[src/rtl/counter_pkg.sv]
// Shared counter definitions: count modes and the next-count rule used by the
// counter datapath and by reference models.
package counter_pkg;

  localparam logic CNT_WRAP = 1'b0;
  localparam logic CNT_SAT  = 1'b1;

  // Widths up to 32 bits; the 33-bit form keeps cnt+1 exact at 2**32-1.
  function automatic logic [32:0] next_count(
    input logic [32:0] cnt,
    input logic [32:0] max_val,
    input logic        up,
    input logic        mode
  );
    logic [32:0] nxt;
    if (up) begin
      if (cnt >= max_val) begin
        nxt = (mode == CNT_SAT) ? max_val : 33'd0;
      end else begin
        nxt = cnt + 33'd1;
      end
    end else begin
      if (cnt == 33'd0) begin
        nxt = (mode == CNT_SAT) ? 33'd0 : max_val;
      end else begin
        nxt = cnt - 33'd1;
      end
    end
    return nxt;
  endfunction

endpackage

[src/rtl/cnt_sticky_flag.sv]
// One-bit sticky status flag: set dominates a synchronous clear.
module cnt_sticky_flag (
  input  logic i_clk,
  input  logic i_rst_n,
  input  logic i_clr,
  input  logic i_set,
  output logic o_q
);

  logic r_q;

  // Latch the event; a clear on the same edge as a new event loses.
  always_ff @(posedge i_clk or negedge i_rst_n) begin
    if (!i_rst_n) begin
      r_q <= 1'b0;
    end else if (i_set) begin
      r_q <= 1'b1;
    end else if (i_clr) begin
      r_q <= 1'b0;
    end else begin
      r_q <= r_q;
    end
  end

  assign o_q = r_q;

endmodule

[src/rtl/updown_counter_param.sv]
// Parametrised up/down counter with wrap or saturate at 0..MAX_VAL, plus
// overflow/underflow pulses and sticky status flags.
module updown_counter_param
  import counter_pkg::*;
#(
  parameter int unsigned WIDTH    = 8,
  parameter logic [32:0] MAX_VAL  = (33'd1 << WIDTH) - 33'd1,
  parameter int unsigned SATURATE = 0
) (
  input  logic             clk,
  input  logic             rst,
  input  logic             clr,
  input  logic             ld,
  input  logic [WIDTH-1:0] data_in,
  input  logic             inc,
  input  logic             dec,
  input  logic             flag_clr,
  output logic [WIDTH-1:0] data_out,
  output logic             ovf,
  output logic             unf,
  output logic             ovf_sticky,
  output logic             unf_sticky,
  output logic             ld_err_sticky
);

  localparam logic           MODE    = (SATURATE != 0) ? CNT_SAT : CNT_WRAP;
  localparam logic [WIDTH:0] MAX_EXT = MAX_VAL[WIDTH:0];

  logic [WIDTH-1:0] r_cnt;
  logic             r_ovf;
  logic             r_unf;

  logic [32:0]      w_cnt_33;
  logic [32:0]      w_up_33;
  logic [32:0]      w_dn_33;
  logic             w_at_max;
  logic             w_at_zero;
  logic             w_ld_over;
  logic [WIDTH-1:0] w_nxt_cnt;
  logic             w_ovf_ev;
  logic             w_unf_ev;
  logic             w_ld_err_ev;
  logic             w_unused;

  assign w_cnt_33  = 33'(r_cnt);
  assign w_up_33   = next_count(w_cnt_33, MAX_VAL, 1'b1, MODE);
  assign w_dn_33   = next_count(w_cnt_33, MAX_VAL, 1'b0, MODE);
  assign w_at_max  = ({1'b0, r_cnt} == MAX_EXT);
  assign w_at_zero = (r_cnt == {WIDTH{1'b0}});
  assign w_ld_over = ({1'b0, data_in} > MAX_EXT);
  assign w_unused  = ^{w_up_33[32:WIDTH], w_dn_33[32:WIDTH]};

  // Next count and events; priority clr > ld > a lone inc or dec.
  always_comb begin
    w_nxt_cnt   = r_cnt;
    w_ovf_ev    = 1'b0;
    w_unf_ev    = 1'b0;
    w_ld_err_ev = 1'b0;
    if (clr == 1'b1) begin
      w_nxt_cnt = {WIDTH{1'b0}};
    end else if (ld == 1'b1) begin
      if (w_ld_over) begin
        w_nxt_cnt   = MAX_EXT[WIDTH-1:0];
        w_ld_err_ev = 1'b1;
      end else begin
        w_nxt_cnt = data_in;
      end
    end else if ((inc == 1'b1) && (dec != 1'b1)) begin
      w_nxt_cnt = w_up_33[WIDTH-1:0];
      w_ovf_ev  = w_at_max;
    end else if ((dec == 1'b1) && (inc != 1'b1)) begin
      w_nxt_cnt = w_dn_33[WIDTH-1:0];
      w_unf_ev  = w_at_zero;
    end else begin
      w_nxt_cnt = r_cnt;
    end
  end

  // Count register and single-cycle event pulses.
  always_ff @(posedge clk or negedge rst) begin
    if (!rst) begin
      r_cnt <= {WIDTH{1'b0}};
      r_ovf <= 1'b0;
      r_unf <= 1'b0;
    end else begin
      r_cnt <= w_nxt_cnt;
      r_ovf <= w_ovf_ev;
      r_unf <= w_unf_ev;
    end
  end

  cnt_sticky_flag u_ovf_sticky (
    .i_clk   (clk),
    .i_rst_n (rst),
    .i_clr   (flag_clr),
    .i_set   (w_ovf_ev),
    .o_q     (ovf_sticky)
  );

  cnt_sticky_flag u_unf_sticky (
    .i_clk   (clk),
    .i_rst_n (rst),
    .i_clr   (flag_clr),
    .i_set   (w_unf_ev),
    .o_q     (unf_sticky)
  );

  cnt_sticky_flag u_ld_err_sticky (
    .i_clk   (clk),
    .i_rst_n (rst),
    .i_clr   (flag_clr),
    .i_set   (w_ld_err_ev),
    .o_q     (ld_err_sticky)
  );

  assign data_out = r_cnt;
  assign ovf      = r_ovf;
  assign unf      = r_unf;

endmodule

[config.mk]
export PLATFORM = sky130hd
export DESIGN_NAME = updown_counter_param
export DESIGN_NICKNAME = d
export VERILOG_FILES = /design/src/rtl/counter_pkg.sv /design/src/rtl/cnt_sticky_flag.sv /design/src/rtl/updown_counter_param.sv
export SDC_FILE = /design/constraint.sdc
export NUM_CORES = 1
export LEC_CHECK = 0
export ABC_AREA = 1
export CAP_MARGIN = 25
export CORE_MARGIN = 5
export CORE_UTILIZATION = 40
export CTS_BUF_LIST = sky130_fd_sc_hd__clkbuf_8
export CTS_CLUSTER_DIAMETER = 60
export CTS_CLUSTER_SIZE = 24
export DETAILED_ROUTE_END_ITERATION = 6
export GPL_TIMING_DRIVEN = 1
export PLACE_DENSITY = 0.8
export SLEW_MARGIN = 20
export SYNTH_ARGS = -nofsm -noshare
export SYNTH_HDL_FRONTEND = slang
export SYNTH_SLANG_ARGS = --single-unit
[constraint.sdc]
create_clock -name clk -period 1.8 [get_ports clk]
set_clock_uncertainty 0.2 [all_clocks]
set_input_delay 0.36 -clock clk [delete_from_list [all_inputs] [get_ports clk]]
set_output_delay 0.36 -clock clk [all_outputs]
set_load 0.05 [all_outputs]
==> metrics.md, run 1 <==
| Metric | Value |
|---|---|
| Slew margin rel. | `0.628` |
| Dpl hpwl | `2240 um` |
| Routed len/inst | `13.0 um` |
| Weighted congestion reported at the end of routability-driven placement | `0.882` |
| Leakage power total | `0.779 nW` |
| Proportion of layout cells with a drive suffix above 1 | `0.298` |
| R2r endpoint | `data_out[0]` |
| Clock latency at the later pin of the worst-skew pair | `0.24 ns` |
| Max Freq | `571 MHz` |
| Max-capacitance violation count | `0` |
| Routed vias/inst | `5.10` |
| Smallest setup slack after layout | `0.0484 ns` |
| Maximum clock insertion buffer count | `2` |
| Part of the total power dissipated in the clock network | `0.258` |
| First DRT Iteration DRCs | `58` |
| Worst setup slack before clock tree synthesis | `-0.314 ns` |
| Number of nets at the end of the flow | `219` |
| Overall die area | `3630 um2` |
| Category of the critical setup timing path | `register to register` |
| Critical path launch point type | `register` |
| Average cell area after synthesis | `6.38 um2` |
| Count of antenna-violating nets left after detailed routing | `0` |
| Smallest hold slack | `0.275 ns` |
| Setup slack of the worst register-to-register path | `0.05 ns` |
| Largest net degree at the start of global routing | `15` |
| Number of fillers in the final layout | `198` |
| Portion of the clock cycle consumed by the worst path in the final layout | `0.973` |
| Final setup violation count | `0` |
| Switching component of the power | `0.000440 W` |
| Critical Path Source | `data_out[1]` |
| Area growth syn-to-layout | `57.8%` |
| Synthesis-stage register bit count | `12` |
| Max-slew violation total from the final report | `0` |
| Required time of the worst setup path | `1.73 ns` |
| Antenna cells | `0` |
| Number of cells produced by synthesis | `158` |
| CTS tree | `built` |
| R2R cell count | `10` |
| Max H-tree Level | `1` |
| Crit path arrival time | `1.68 ns` |
| Library cells used by synthesis | `22` |
| CP Capture Type | `register` |
| Startpoint of the most critical register-to-register path | `data_out[1]` |
| Total length of routed wires | `2970 um` |
| Util after Layout | `0.648` |
| Total routing resource utilization after global routing | `0.174` |
| TritonCTS buffer count | `3` |
| Final hold viol count | `0` |
| Y dimension of the die | `60.2 um` |
| Register share of total power | `0.297` |
| Net Count, Synth | `178` |
| Overall via count from detail_route | `1162` |
| Power density normalized to cell area | `726 nW/um2` |
| Comb power frac | `0.446` |
| Peak ir drop on the vdd network | `0.610 mV` |
| Post-route DRC | `0` |
| Capture point of the worst path | `data_out[0]` |
| Boundary Pins | `28` |
| Global-route wire length before repair | `4710 um` |
| Slew of the pin with the lowest slew margin | `0.557 ns` |
| Antenna violations before repair | `0` |
| Switching Fraction | `0.381` |
| Number of core rows | `18` |
| Post-synth design cell area | `1010 um2` |
| Cell-internal power | `0.000715 W` |
| Largest driver fanout on the critical path | `4` |
| Final period demand of the worst path | `1.75 ns` |
| Hold/Removal Path Class | `input port to asynchronous set/reset pin` |
| Run status | `finished, final reports clean` |
| Clock-pin transition on the worst setup and hold timing paths | `0.05 ns` |
| Number of global-route vias before repair | `1070` |
| Synthesis Warnings | `0` |
| Overflow left after global routing | `0` |
| Starting density of the core | `0.411` |
| Clock Root Buffer | `clkbuf_8` |
| Width of the chip | `60.2 um` |
| Number of sinks driven by the clock tree | `12` |
| Standard cell core area | `2450 um2` |
| IO buf count | `26` |
| Initial DRT Pass Iterations | `4` |
| Proportion of synthesized chip area in sequential cells | `0.298` |
| Total power | `0.00116 W` |
[power groups by stage]
stage | clock, W | sequential, W | combinational [W]
after floorplan | 0 | 0.000404 | 0.000208
after global placement | 0 | 0.000343 | 0.000469
after detailed placement | 0 | 0.000344 | 0.000476
after CTS | 0.000305 | 0.000339 | 0.000480
after global routing | 0.000318 | 0.000347 | 0.000561
final | 0.000298 | 0.000343 | 0.000515
[registers in the layout (all words and copies together) (netlist names)]
register	count
ovf	1
u_ovf_sticky.o_q	1
u_unf_sticky.o_q	1
data_out	8
unf	1
[critical path, stage by stage, from the launching register on]
cell     delay (ns)
dfrtp_2        0.41
ha_4           0.16
nand2_4        0.06
nor2_2         0.10
nand3_2        0.10
nor2_2         0.14
nand2_2        0.10
nand2_1        0.09
nand3_1        0.09
nand2_1        0.11
o21ai_1        0.07
[layout make-up]
cell class	instances	area (um2)	area share
Multi-Input combinational cell	121	656	0.412
Timing Repair Buffer	39	454	0.285
Sequential cell	12	307	0.193
Inverter	22	82.6	0.0519
Clock buffer	4	55.1	0.0346
Tap cell	30	37.5	0.0236
[per-stage QoR]
stage          cell area, um2  cells  TNS, ns
5_1_grt                  1590    228  -0.0518
2_1_floorplan            1010    158        0
6_report                 1590    228        0
3_3_place_gp             1450    220    -2.48
3_5_place_dp             1450    220    -2.77
4_1_cts                  1510    224        0
[cell usage in the layout, fill, tap and decap left out, types with 6 or more instances in the layout]
cell	netlist	routed
nand2_1	46	45
nor2_1	24	21
inv_1	19	15
buf_4	2	15
clkdlybuf4s50_1	0	12
nand3_1	12	11
buf_12	0	10
inv_2	3	7
dfrtp_1	12	7
o21ai_0	7	6
[layer usage]
metal  track usage  routed length (um)
met5             0                   0
met2         0.313                1530
met3        0.0130                 185
met1         0.209                1190
met4        0.0759                  57
[how the worst min path moves through the flow]
stage | endpoint | slack [ns] | cells past startpoint
floorplan | data_out[0] | -0.14 | 0
global placement | u_ovf_sticky.o_q | 0.36 | 2
detailed placement | u_unf_sticky.o_q | 0.36 | 2
CTS | u_unf_sticky.o_q | 0.28 | 1
global route | u_unf_sticky.o_q | 0.31 | 1
finish | u_ovf_sticky.o_q | 0.28 | 1
[kinds of logic after synthesis]
kind of cell	after synthesis	synth area share
other cells	1	0.00372
fa+ha+maj	5	0.0620
buf+inv	25	0.108
xor+xnor	3	0.0261
compound gates	19	0.100
flops	12	0.298
simple gates	93	0.402
[timing repair]
item | 4_1_cts | 5_1_grt
resized for setup | 4 | 19
setup buffers | 0 | 4
hold buffers | 0 | 0
endpoints found under the setup margin | 7 | 7
pin swaps | 0 | 6
[cell usage after synthesis]
| master | instances | area share |
|---|---|---|
| buf_6 | 1 | 0.011 |
| buf_4 | 2 | 0.015 |
| o21ai_0 | 7 | 0.035 |
| nand2_2 | 3 | 0.019 |
| xor2_1 | 2 | 0.017 |
| inv_1 | 19 | 0.071 |
| o22ai_1 | 3 | 0.019 |
| o21ai_1 | 4 | 0.020 |
| xnor2_1 | 1 | 0.0087 |
| conb_1 | 1 | 0.0037 |
| dfrtp_1 | 12 | 0.30 |
| nand2_1 | 46 | 0.17 |
| inv_2 | 3 | 0.011 |
| o211ai_1 | 1 | 0.0074 |
| ha_1 | 5 | 0.062 |
| nor2_4 | 2 | 0.022 |
| nand3_2 | 1 | 0.0099 |
| nor2_2 | 3 | 0.019 |
| nand4_1 | 2 | 0.012 |
| nor2_1 | 24 | 0.089 |
| a21oi_1 | 4 | 0.020 |
| nand3_1 | 12 | 0.060 |
No activity file was read; power rests on OpenSTA's default activity.
==> run 2, diff against run 1 <==
- MAX_ROUTING_LAYER: default -> met4
- PLACE_DENSITY: 0.8 -> 0.65
- SETUP_SLACK_MARGIN: default -> 0.4
==> run 2 against run 1 <==
  * Utilization up 9.9 points
  * Count of clock-buffer cells in the layout unchanged
  * Combinational power up 26%
  * Sequential share of layout area down 2.5 points
  * Total power up 11%
  * Design area up 15%
  * Cell count up 7.5%
==> metrics.md, run 2 (synthesis results as in run 1) <==
| Metric | Value |
|---|---|
| Crit path arrival time | `1.14 ns` |
| Comb power frac | `0.506` |
| Part of the total power dissipated in the clock network | `0.231` |
| CP Capture Type | `output port` |
| Switching component of the power | `0.000488 W` |
| Total power | `0.00129 W` |
| Weighted congestion reported at the end of routability-driven placement | `0.843` |
| Run status | `finished, final reports clean` |
| Post-route DRC | `0` |
| Antenna cells | `0` |
| Width of the chip | `60.2 um` |
| First DRT Iteration DRCs | `65` |
| Routed vias/inst | `5.07` |
| Overall die area | `3630 um2` |
| Area growth syn-to-layout | `82.0%` |
| Most common library cell in the layout ignoring fill and taps | `nand2_1` |
| Util after Layout | `0.748` |
| IO buf count | `26` |
| Unrepaired setup endpoints after global routing | `true` |
| Y dimension of the die | `60.2 um` |
| Dpl hpwl | `2260 um` |
| Final setup violation count | `0` |
| Number of nets at the end of the flow | `236` |
| Max Freq | `590 MHz` |
| Antenna violations before repair | `0` |
| Boundary Pins | `28` |
| Library cell appearing most often on the critical path | `buf_4` |
| Critical path launch point type | `register` |
| Worst path slowest cell | `dfrtp_2` |
| Critical path's largest stage delay | `0.46 ns` |
| Total length of routed wires | `3410 um` |
| Number of sinks driven by the clock tree | `12` |
| Peak ir drop on the vdd network | `0.646 mV` |
| Hold/Removal Path Class | `input port to asynchronous set/reset pin` |
| Global-route wire length before repair | `5180 um` |
| Most used cells in the layout excluding fill and tap cells | `nand2_1 (42), buf_4 (23), nor2_1 (19)` |
| Category of the critical setup timing path | `register to output port` |
| Routed len/inst | `13.9 um` |
| Worst path bufs/invs | `3` |
| Final period demand of the worst path | `1.70 ns` |
| Starting density of the core | `0.411` |
| Cell family with the largest share of critical-path delay | `flip-flops` |
| Overflow left after global routing | `0` |
| Post-route cell area | `1840 um2` |
| Cell-internal power | `0.000800 W` |
| Max-slew violation total from the final report | `0` |
| Maximum clock insertion buffer count | `2` |
| Post-CTS Hold Buffers | `0` |
| Max-capacitance violation count | `0` |
| Standard cell core area | `2450 um2` |
| Largest driver fanout on the critical path | `3` |
| Number of core rows | `18` |
| Proportion of layout cells with a drive suffix above 1 | `0.400` |
| Clock latency at the later pin of the worst-skew pair | `0.24 ns` |
| Register share of total power | `0.263` |
| Clock-pin transition on the worst setup and hold timing paths | `0.06 ns` |
| TritonCTS buffer count | `3` |
| Largest net degree at the start of global routing | `13` |
| Largest register FFs | `8` |
| Cell Area, Placed | `1490 um2` |
| Smallest hold slack | `0.221 ns` |
| Required time of the worst setup path | `1.24 ns` |
| Portion of the clock cycle consumed by the worst path in the final layout | `0.942` |
| Overall via count from detail_route | `1243` |
| Count of antenna-violating nets left after detailed routing | `0` |
| Leakage power total | `0.886 nW` |
| Switching Fraction | `0.379` |
| Final hold viol count | `0` |
| CTS tree | `built` |
| Total routing resource utilization after global routing | `0.196` |
| Clock Root Buffer | `clkbuf_8` |
| Number of global-route vias before repair | `1177` |
| Cell breakdown of the critical path | `buf_4, buf_4, buf_12` |
| Max H-tree Level | `1` |
| Initial DRT Pass Iterations | `4` |
| Power density normalized to cell area | `701 nW/um2` |
-- run 2: changes by cell type in the layout (fill, tap and decap cells not counted), sizes merged --
cell           delta
buf              +16
clkinvlp          +2
inv               -1
dlygate4sd2       +1
clkdlybuf4s15     +1
clkdlybuf4s50     -2
-- run 2: cell type report --
type                       instances  area, um2
clock buffer                       4       55.1
fill                             179        619
inverter                          22       88.8
multi-input combinational        121        728
sequential                        12        308
tap                               30       37.5
timing repair buffer              55        613
timing repair inverter             1       5.00
-- run 2: path summary, 6_finish.rpt --
| path | end | cells after the start | slack (ns) | start |
|---|---|---|---|---|
| max | data_out[0] | 3 | 0.10 | data_out[0] |
| min | unf | 2 | 0.22 | rst |
| max reg2reg | data_out[4] | 8 | 0.14 | data_out[0] |
| min reg2reg | u_unf_sticky.o_q | 2 | 0.38 | u_unf_sticky.o_q |
| max in group asynchronous | data_out[5] | 2 | 1.00 | rst |
| min in group clk | data_out[2] | 4 | 0.35 | clr |
-- run 2: metrics by stage --
stage | TNS (ns) | std cells | setup WS [ns]
after global routing | 0 | 245 | 0.0631
after global placement | -2.42 | 222 | -0.295
after floorplan | 0 | 158 | 0.0821
after CTS | 0 | 239 | 0.175
after detailed placement | -2.82 | 222 | -0.323
final | 0 | 245 | 0.104
-- run 2: timing repair --
action / CTS / global route
pin swaps: 7 / 4
endpoints found under the hold margin: 0 / 0
gates resized for setup: 30 / 12
setup endpoints to repair: 20 / 21
setup buffers: 12 / 6
cloned: 1 / 0
-- run 2: power groups by stage --
stage                     combinational, W  clock [W]  sequential (W)
after detailed placement          0.000493          0        0.000345
after floorplan                   0.000215          0        0.000410
after global placement            0.000493          0        0.000344
after global routing              0.000691   0.000316        0.000343
after CTS                         0.000597   0.000300        0.000333
final                             0.000651   0.000298        0.000338
-- run 2: routing by layer --
metal / global-route usage / up-vias / share of wire / wire length (um)
met5: - / - / 0 / 0
met2: 0.336 / 58 / 0.51 / 1740
met4: 0.0633 / 0 / 0.011 / 36
met3: 0.0346 / 4 / 0.068 / 232
met1: 0.231 / 571 / 0.41 / 1390
li1: - / 610 / - / -
==> run 3, diff against run 2 <==
- HOLD_SLACK_MARGIN: default -> 0.15
==> results of run 3 <==
Final layout, timing and power as in run 2 (identical DEF).
